### config.mk
export PLATFORM = sky130hd
export DESIGN_NAME = lsnn_array
export DESIGN_NICKNAME = d
export VERILOG_FILES = /design/src/rtl/lsnn_pkg.sv /design/src/rtl/lsnn_neuron_update.sv /design/src/rtl/lsnn_array.sv
export SDC_FILE = /design/constraint.sdc
export NUM_CORES = 1
export LEC_CHECK = 0
export CAP_MARGIN = 30
export CORE_MARGIN = 2
export CORE_UTILIZATION = 29
export DETAILED_ROUTE_END_ITERATION = 7
export GPL_ROUTABILITY_DRIVEN = 0
export GPL_TIMING_DRIVEN = 0
export HOLD_SLACK_MARGIN = 0.12
export PLACE_DENSITY = 0.47
export SLEW_MARGIN = 0
export SYNTH_ARGS = -nofsm -noshare
export SYNTH_HDL_FRONTEND = slang
export SYNTH_SLANG_ARGS = --single-unit
export TNS_END_PERCENT = 10
### constraint.sdc
create_clock -name clk -period 6.48 [get_ports clk]
set_input_delay 1.296 -clock clk [delete_from_list [all_inputs] [get_ports clk]]
set_output_delay 1.296 -clock clk [all_outputs]
set_load 0.01 [all_outputs]
### src/rtl/lsnn_pkg.sv
// Shared types, default constants and arithmetic helpers for the LSNN neuron array.
package lsnn_pkg;

  typedef enum logic {IDLE, CLEAR} state_t;

  localparam int DEF_N_CH            = 4;
  localparam int DEF_W_IN            = 8;
  localparam int DEF_W_MEM           = 12;
  localparam int DEF_LEAK_SHIFT      = 3;
  localparam int DEF_THR_BASE        = 200;
  localparam int DEF_THR_INC         = 64;
  localparam int DEF_THR_MAX         = 1000;
  localparam int DEF_THR_DECAY_SHIFT = 4;
  localparam int DEF_REFRAC          = 2;
  localparam int DEF_RESET_MODE      = 0;

  // Unsigned add clamped to 2^w-1; operands are assumed to already fit in w bits.
  function automatic logic [31:0] sat_add(input logic [31:0] a, input logic [31:0] b, input int w);
    logic [32:0] sum;
    logic [32:0] lim;
    sum = {1'b0, a} + {1'b0, b};
    lim = (33'd1 << w) - 33'd1;
    return (sum > lim) ? lim[31:0] : sum[31:0];
  endfunction

  function automatic int cnt_width(input int n);
    return (n < 1) ? 1 : $clog2(n + 1);
  endfunction

endpackage

### src/rtl/lsnn_neuron_update.sv
// Combinational next-state of one adaptive-threshold LIF neuron: (m, h, r, current) -> (m', h', r', spike).
module lsnn_neuron_update
  import lsnn_pkg::*;
#(
  parameter int W_IN            = DEF_W_IN,
  parameter int W_MEM           = DEF_W_MEM,
  parameter int LEAK_SHIFT      = DEF_LEAK_SHIFT,
  parameter int THR_BASE        = DEF_THR_BASE,
  parameter int THR_INC         = DEF_THR_INC,
  parameter int THR_MAX         = DEF_THR_MAX,
  parameter int THR_DECAY_SHIFT = DEF_THR_DECAY_SHIFT,
  parameter int REFRAC          = DEF_REFRAC,
  parameter int RESET_MODE      = DEF_RESET_MODE,
  parameter int R_W             = cnt_width(DEF_REFRAC)
) (
  input  logic [W_MEM-1:0] m,
  input  logic [W_MEM-1:0] h,
  input  logic [R_W-1:0]   r,
  input  logic [W_IN-1:0]  current,
  output logic [W_MEM-1:0] m_next,
  output logic [W_MEM-1:0] h_next,
  output logic [R_W-1:0]   r_next,
  output logic             spike
);

  localparam logic [W_MEM-1:0] BASE = W_MEM'(THR_BASE);
  localparam logic [W_MEM-1:0] MAXT = W_MEM'(THR_MAX);
  localparam logic [W_MEM:0]   INC  = (W_MEM+1)'(THR_INC);

  logic [W_MEM-1:0] leaked;
  logic [W_MEM-1:0] m_sum;
  logic [W_MEM-1:0] diff;
  logic [W_MEM-1:0] step;
  logic [W_MEM-1:0] h_relax;
  logic [W_MEM-1:0] h_up;
  logic [W_MEM:0]   h_inc;

  // Threshold relaxes toward BASE by at least one per update, so it always settles exactly on BASE.
  always_comb begin
    leaked  = m - (m >> LEAK_SHIFT);
    m_sum   = W_MEM'(sat_add(32'(leaked), 32'(current), W_MEM));
    diff    = h - BASE;
    step    = diff >> THR_DECAY_SHIFT;
    if (step == '0) step = W_MEM'(1);
    h_relax = (h > BASE) ? h - step : h;
    h_inc   = {1'b0, h} + INC;
    h_up    = (h_inc > {1'b0, MAXT}) ? MAXT : h_inc[W_MEM-1:0];

    spike  = 1'b0;
    m_next = m_sum;
    h_next = h_relax;
    r_next = '0;
    if (r != '0) begin
      m_next = '0;
      r_next = r - R_W'(1);
    end else if (m_sum >= h) begin
      spike  = 1'b1;
      m_next = (RESET_MODE != 0) ? m_sum - h : '0;
      h_next = h_up;
      r_next = R_W'(REFRAC);
    end
  end

endmodule

### src/rtl/lsnn_array.sv
// Time-multiplexed array of adaptive-threshold LIF neurons, one channel updated per accepted beat.
module lsnn_array
  import lsnn_pkg::*;
#(
  parameter int N_CH            = DEF_N_CH,
  parameter int W_IN            = DEF_W_IN,
  parameter int W_MEM           = DEF_W_MEM,
  parameter int LEAK_SHIFT      = DEF_LEAK_SHIFT,
  parameter int THR_BASE        = DEF_THR_BASE,
  parameter int THR_INC         = DEF_THR_INC,
  parameter int THR_MAX         = DEF_THR_MAX,
  parameter int THR_DECAY_SHIFT = DEF_THR_DECAY_SHIFT,
  parameter int REFRAC          = DEF_REFRAC,
  parameter int RESET_MODE      = DEF_RESET_MODE,
  localparam int CH_W           = $clog2(N_CH)
) (
  input  logic             clk,
  input  logic             rst,
  input  logic             clr,
  input  logic             in_valid,
  output logic             in_ready,
  input  logic [CH_W-1:0]  in_ch,
  input  logic [W_IN-1:0]  in_current,
  output logic             out_valid,
  output logic [CH_W-1:0]  out_ch,
  output logic             out_spike,
  output logic [W_MEM-1:0] out_mem,
  output logic [W_MEM-1:0] out_thr
);

  localparam int               R_W     = cnt_width(REFRAC);
  localparam logic [CH_W:0]    N_CH_L  = (CH_W+1)'(N_CH);
  localparam logic [CH_W-1:0]  LAST_CH = CH_W'(N_CH - 1);
  localparam logic [W_MEM-1:0] BASE    = W_MEM'(THR_BASE);

  state_t            state;
  state_t            state_next;
  logic [CH_W-1:0]   clr_idx;
  logic              clearing;
  logic              accept;
  logic              ch_ok;
  logic              update;
  logic [CH_W-1:0]   sel;

  logic [W_MEM-1:0]  mem    [N_CH];
  logic [W_MEM-1:0]  thr    [N_CH];
  logic [R_W-1:0]    refrac [N_CH];

  logic [W_MEM-1:0]  m_next;
  logic [W_MEM-1:0]  h_next;
  logic [R_W-1:0]    r_next;
  logic              spike;

  always_ff @(posedge clk or posedge rst) begin
    if (rst) state <= IDLE;
    else     state <= state_next;
  end

  always_comb begin
    state_next = state;
    case (state)
      IDLE:    if (clr) state_next = CLEAR;
      CLEAR:   if (clr_idx == LAST_CH) state_next = IDLE;
      default: state_next = IDLE;
    endcase
  end

  always_comb begin
    in_ready = 1'b0;
    clearing = 1'b0;
    case (state)
      IDLE:    in_ready = ~clr;
      CLEAR:   clearing = 1'b1;
      default: in_ready = 1'b0;
    endcase
  end

  always_ff @(posedge clk or posedge rst) begin
    if (rst)           clr_idx <= '0;
    else if (clearing) clr_idx <= clr_idx + CH_W'(1);
    else               clr_idx <= '0;
  end

  // Out-of-range channels are still accepted so the stream never stalls, but they touch nothing.
  assign accept = in_valid & in_ready;
  assign ch_ok  = ({1'b0, in_ch} < N_CH_L);
  assign update = accept & ch_ok;
  assign sel    = ch_ok ? in_ch : '0;

  lsnn_neuron_update #(
    .W_IN            (W_IN),
    .W_MEM           (W_MEM),
    .LEAK_SHIFT      (LEAK_SHIFT),
    .THR_BASE        (THR_BASE),
    .THR_INC         (THR_INC),
    .THR_MAX         (THR_MAX),
    .THR_DECAY_SHIFT (THR_DECAY_SHIFT),
    .REFRAC          (REFRAC),
    .RESET_MODE      (RESET_MODE),
    .R_W             (R_W)
  ) u_update (
    .m       (mem[sel]),
    .h       (thr[sel]),
    .r       (refrac[sel]),
    .current (in_current),
    .m_next  (m_next),
    .h_next  (h_next),
    .r_next  (r_next),
    .spike   (spike)
  );

  always_ff @(posedge clk or posedge rst) begin
    if (rst) begin
      for (int k = 0; k < N_CH; k++) begin
        mem[k]    <= '0;
        thr[k]    <= BASE;
        refrac[k] <= '0;
      end
    end else if (clearing) begin
      mem[clr_idx]    <= '0;
      thr[clr_idx]    <= BASE;
      refrac[clr_idx] <= '0;
    end else if (update) begin
      mem[sel]    <= m_next;
      thr[sel]    <= h_next;
      refrac[sel] <= r_next;
    end
  end

  // Result fields hold their last values between updates; only out_valid pulses.
  always_ff @(posedge clk or posedge rst) begin
    if (rst) begin
      out_valid <= 1'b0;
      out_ch    <= '0;
      out_spike <= 1'b0;
      out_mem   <= '0;
      out_thr   <= '0;
    end else begin
      out_valid <= update;
      if (update) begin
        out_ch    <= sel;
        out_spike <= spike;
        out_mem   <= m_next;
        out_thr   <= thr[sel];
      end
    end
  end

endmodule

==> metrics.txt, run 1 <==
crit path DAT=6.54 ns; grt total ovfl=0; RR Endpoint=thr[21]; DR vias/cell=5.37; Initial Utilization=29.2%; Routed WL=25000 microns; Yosys warning count=0; Crit-path slowest cell=mux4_2; number of cells produced by synthesis=748; fin crit period=6.25 ns; via count=6408; CP Max Fanout=8; Clk Latency, worst-skew pair=0.43 ns; Die Wd=168 microns; fmax=160 MHz; Worst Reg2Reg Path Length in Cells=25; CTS tree=done; FF+latch count, synth=135; syn_area_per_cell=10.4 sq um; Site Rows=60; Max transition margin=30.5%; Setup Viol. Count Final=0; Area Overhead vs Synth=28.6%; CTS Root Cell=clkbuf_16; largest net degree at the start of global routing=76; Post-Syn Area=7810 sq um; # IOs=43; antenna-violating nets left=0; ant diodes=0; core area=26700 sq um; drt first pass iters=5; fin crit share=96.5%; die area=28300 sq um; reg-to-reg setup timing slack=0.87 ns; sequential-to-total area share from yosys stat=43.4%; gr usage total=18.2%; Worst R2R Start=mem[39]; Die H=168 microns; CP required=6.77 ns; final std cells w/o fill=1193; Port-buffer cells=40; vias in the first global route=6572; worst hold path startpoint=mem[9]; wire length per cell=20.9 microns; Main synth FF type=dfrtp_1; H-tree depth=4; destination of the worst hold path=mem[9]; Hold Path Stages=2; Worst Max-Slew Pin Slew=1.04 ns; Worst Setup SP=in_ch[0]; First DRT Iteration DRCs=477; first-pass GRT wire length=39000 microns; Max clock buf depth=2; Critical Path End Type=flip-flop; Final #Nets=903; fin. max-slew vios=0; clk sinks=135; Setup CP Type=primary input to flip-flop; Clock transition at path regs=0.06 ns; Async SR Flop Fraction=100%; post-synth cell types=61; Worst Hold Class=flip-flop to flip-flop; MaxCap Viol Count=0; Inst Count DP=1131; Layout Skew=0.0136 ns; number of flops mapped to enable cells by yosys=0; DP Wirelength=17000 microns; layout cell share with drive strength beyond 1=23.0%; Inserted Clock Buffers=17; initial antenna violation count=0; Worst setup SP type=primary input; DRC viols=0; Syn Nets=812; CP peak stage delay=0.50 ns; final hold vios=0; status=finished, final reports clean
per-layer routing:
metal / part of all wire [%] / up-vias / global-route usage (%)
li1: - / 2952 / -
met1: 46 / 3282 / 24.5
met2: 48 / 145 / 29.9
met3: 4.1 / 29 / 3.43
met4: 2.5 / 0 / 5.70
met5: 0 / - / 0
registers in the layout, indices dropped and copies added (netlist names):
register and count:
thr 48, out_mem 12, out_spike 1, out_ch 2, out_thr 12, clr_idx 2, out_valid 1, refrac 8
state 1, mem 48
cell families (layout without fill, tap and decap cells):
| kind of cell | after synthesis | after routing | share of synthesized area, % |
|---|---|---|---|
| simple gates | 201 | 201 | 12.1 |
| fa+ha+maj | 50 | 50 | 8.29 |
| xor+xnor | 25 | 25 | 2.80 |
| compound gates | 242 | 243 | 21.8 |
| mux | 28 | 28 | 7.80 |
| flops | 135 | 135 | 43.4 |
| buf+inv | 67 | 170 | 3.73 |
repair_timing:
action	CTS	global route
pin swaps	15	24
gates resized for setup	63	23
hold buffers	0	0
setup buffers	21	12
endpoints found under the setup margin	113	104
gates cloned	2	0
stage by stage:
stage                     hold slack [ns]  setup TNS [ns]  utilization [%]  area, sq um  setup slack [ns]
after detailed placement            0.468         -190.10             33.1         8840             -2.20
after global placement              0.461         -274.96             32.9         8800             -2.18
final                               0.477               0             37.6        10100             0.228
after floorplan                     0.443          -21.73                -         7970            -0.301
after global routing                0.515         -0.0943             37.6        10100           -0.0203
after CTS                           0.483               0             37.0         9900           0.00558
cells in the mapped netlist, types with 8 or more instances:
master,instances,area (sq um)
inv_1,33,124
mux4_2,26,586
clkbuf_1,21,78.8
nor2b_1,11,68.8
nor3_1,10,50.1
a211oi_1,11,82.6
a21oi_1,38,190
xnor2_1,19,166
nor2_1,42,158
a22o_1,65,569
a21o_1,10,75.1
dfstp_2,12,315
o21ai_0,60,300
o21ai_1,12,60.1
dfrtp_1,123,3080
ha_1,47,588
nand3_1,19,95.1
o31ai_1,8,60.1
nand2_1,85,319
worst max path at each step:
stage	end	slack (ns)
floorplan	thr[17]	-0.30
global placement	mem[32]	-2.18
detailed placement	mem[44]	-2.20
CTS	thr[8]	0.006
global route	out_mem[3]	-0.02
finish	thr[21]	0.23
critical path: cells and delay by family:
| kind | cells | cell delay, ns |
|---|---|---|
| multiplexers | 2 | 0.87 |
| adder cells (fa/ha/maj) | 4 | 1.05 |
| AO/OA/AOI/OAI | 12 | 2.34 |
| buffers and inverters | 5 | 0.48 |
| AND/OR/NAND/NOR | 2 | 0.37 |
| XOR/XNOR | 1 | 0.09 |
placed cells by master, fill, tap and decap left out, types with 5 or more instances in the layout:
master	synthesis	layout
o21ai_2	3	6
a22o_1	65	65
nor2_1	42	35
xnor2_1	19	18
o31ai_1	8	8
inv_1	33	27
inv_6	0	7
xor2_1	6	6
a21oi_1	38	25
nor3_1	10	7
o21ai_0	60	59
a21oi_4	0	7
and2_1	7	6
dfstp_2	12	12
clkbuf_16	0	17
nor2b_1	11	10
nand3_1	19	19
inv_8	0	5
buf_4	1	35
clkbuf_1	21	19
o21a_1	7	7
a211oi_1	11	10
nor2_4	0	6
mux4_2	26	26
o21ai_1	12	9
nand2_1	85	79
inv_2	2	7
clkdlybuf4s50_1	0	40
ha_1	47	42
a21o_1	10	10
dfrtp_1	123	123
a21oi_2	0	6
layout make-up:
| cell class | instances | area, sq um |
|---|---|---|
| Buffer | 26 | 173 |
| Clock buffer | 17 | 425 |
| Clock inverter | 15 | 150 |
| Fill cell | 2656 | 16700 |
| Inverter | 35 | 136 |
| Multi-Input combinational cell | 547 | 4630 |
| Sequential cell | 135 | 3390 |
| Tap cell | 341 | 427 |
| Timing Repair Buffer | 77 | 721 |
Power of run 1 is left out: the tool's default activity adds up to more than one toggle a clock period on the data nets, which glitch-free logic cannot reach.
==> run 2: changes to the inputs <==
Settings changed: CORE_UTILIZATION 29 to 30, PLACE_DENSITY 0.47 to 0.48.
==> metrics.txt, run 2 (synthesis gave the netlist of run 1 again) <==
die area=27400 sq um; Die Wd=165 microns; DP Wirelength=16900 microns; fin. max-slew vios=0; most frequent cells in the layout=dfrtp_1, nand2_1, a22o_1, o21ai_0, ha_1; gr usage total=19.0%; crit path DAT=6.64 ns; largest registers=mem: 48 flops, thr: 48 flops; hold_ws=0.478 ns; Max clock buf depth=2; Worst Reg2Reg Path Length in Cells=25; CP bufs+invs=5; Crit path max-delay family=compound AO/OA/AOI/OAI gates; reg-to-reg setup timing slack=0.89 ns; first-pass GRT wire length=38200 microns; commonest non-fill, non-tap cell in the layout=dfrtp_1; CTS tree=done; Final #Nets=910; Die H=165 microns; largest net degree at the start of global routing=95; core area=25800 sq um; Clock transition at path regs=0.07 ns; initial antenna violation count=0; grt total ovfl=0; CP peak stage delay=0.52 ns; final std cells w/o fill=1194; Max transition margin=31.0%; DRC viols=0; worst hold path startpoint=thr[2]; Port-buffer cells=40; via count=6298; fin crit share=97.8%; fmax=158 MHz; Hold Path Stages=2; CTS Root Cell=clkbuf_16; clk sinks=135; wire length per cell=20.8 microns; DR vias/cell=5.27; Setup CP Type=primary input to flip-flop; Crit-path slowest cell=mux4_2; Site Rows=59; MaxCap Viol Count=0; Routed WL=24900 microns; RR Endpoint=thr[20]; Initial Utilization=30.2%; fill count=2564; CP required=6.78 ns; Worst setup SP type=primary input; ant diodes=0; vias in the first global route=6333; Critical Path End Type=flip-flop; antenna-violating nets left=0; H-tree depth=4; CP Max Fanout=8; final hold vios=0; Layout Skew=0.0136 ns; destination of the worst hold path=thr[2]; Worst Max-Slew Pin Slew=1.03 ns; drt first pass iters=5; fin crit period=6.34 ns; Worst Hold Class=flip-flop to flip-flop; Area Overhead vs Synth=31.3%; unrepaired setup endpoints after global routing=true; Setup Viol. Count Final=0; First DRT Iteration DRCs=371; Inserted Clock Buffers=17; # IOs=43; Inst Count DP=1124; layout cell share with drive strength beyond 1=24.4%; design area=10300 sq um; Placement Cell Area=8820 sq um; Clk Latency, worst-skew pair=0.44 ns; status=finished, final reports clean; Hold Buf Count CTS=0; Worst R2R Start=mem[0]
run 2: cell count changes in the layout (fill, tap and decap cells not counted), moves of 4 or more:
cell	before	now
buf_12	1	7
inv_8	5	9
o21ai_0	59	54
nand2_2	2	6
nand2_1	79	75
run 2: worst max path at each step:
stage	cells after the start	slack, ns	to	start
after global placement	29	-2.28	mem[27]	in_ch[1]
after floorplan	31	-0.30	thr[17]	in_ch[0]
final	27	0.14	thr[20]	in_ch[0]
after detailed placement	29	-2.27	mem[38]	in_ch[1]
after global routing	29	-0.04	thr[4]	in_ch[0]
after CTS	29	-0.03	thr[17]	in_ch[0]
run 2: routing by layer:
layer  vias to the layer above  part of all wire, %  global-route usage (%)
li1                       2977                    -                       -
met3                        24                  3.5                    3.97
met5                         -                    0                       0
met1                      3189                   45                    24.6
met4                         0                  1.6                    5.13
met2                       108                   50                    32.1
run 2: layout make-up:
type / instances / area (sq um) / area share, %
Inverter: 35 / 136 / 1.33
Timing Repair Buffer: 82 / 823 / 8.03
Tap cell: 335 / 419 / 4.09
Buffer: 27 / 193 / 1.88
Multi-Input combinational cell: 548 / 4700 / 45.8
Clock buffer: 17 / 425 / 4.15
Clock inverter: 15 / 169 / 1.65
Sequential cell: 135 / 3390 / 33.1
run 2: tightest hold or removal path, stage by stage, from the launching register on:
cell     delay, ns
dfrtp_1       0.34
nand2_1       0.05
o31ai_1       0.05
run 2: timing repair:
| item | CTS | global route |
|---|---|---|
| gates cloned | 2 | 1 |
| resized for setup | 60 | 42 |
| buffers inserted | 16 | 24 |
| endpoints found under the setup margin | 113 | 96 |
| pin swaps | 10 | 35 |
run 2: metrics by stage:
| step | util, % | setup WS, ns | setup TNS (ns) |
|---|---|---|---|
| final | 39.7 | 0.140 | 0 |
| after floorplan | - | -0.301 | -21.73 |
| after global routing | 39.7 | -0.0404 | -0.261 |
| after detailed placement | 34.2 | -2.27 | -199.70 |
| after global placement | 34.0 | -2.28 | -284.48 |
| after CTS | 38.2 | -0.0288 | -0.0931 |
Power of run 2 is left out for the same reason.
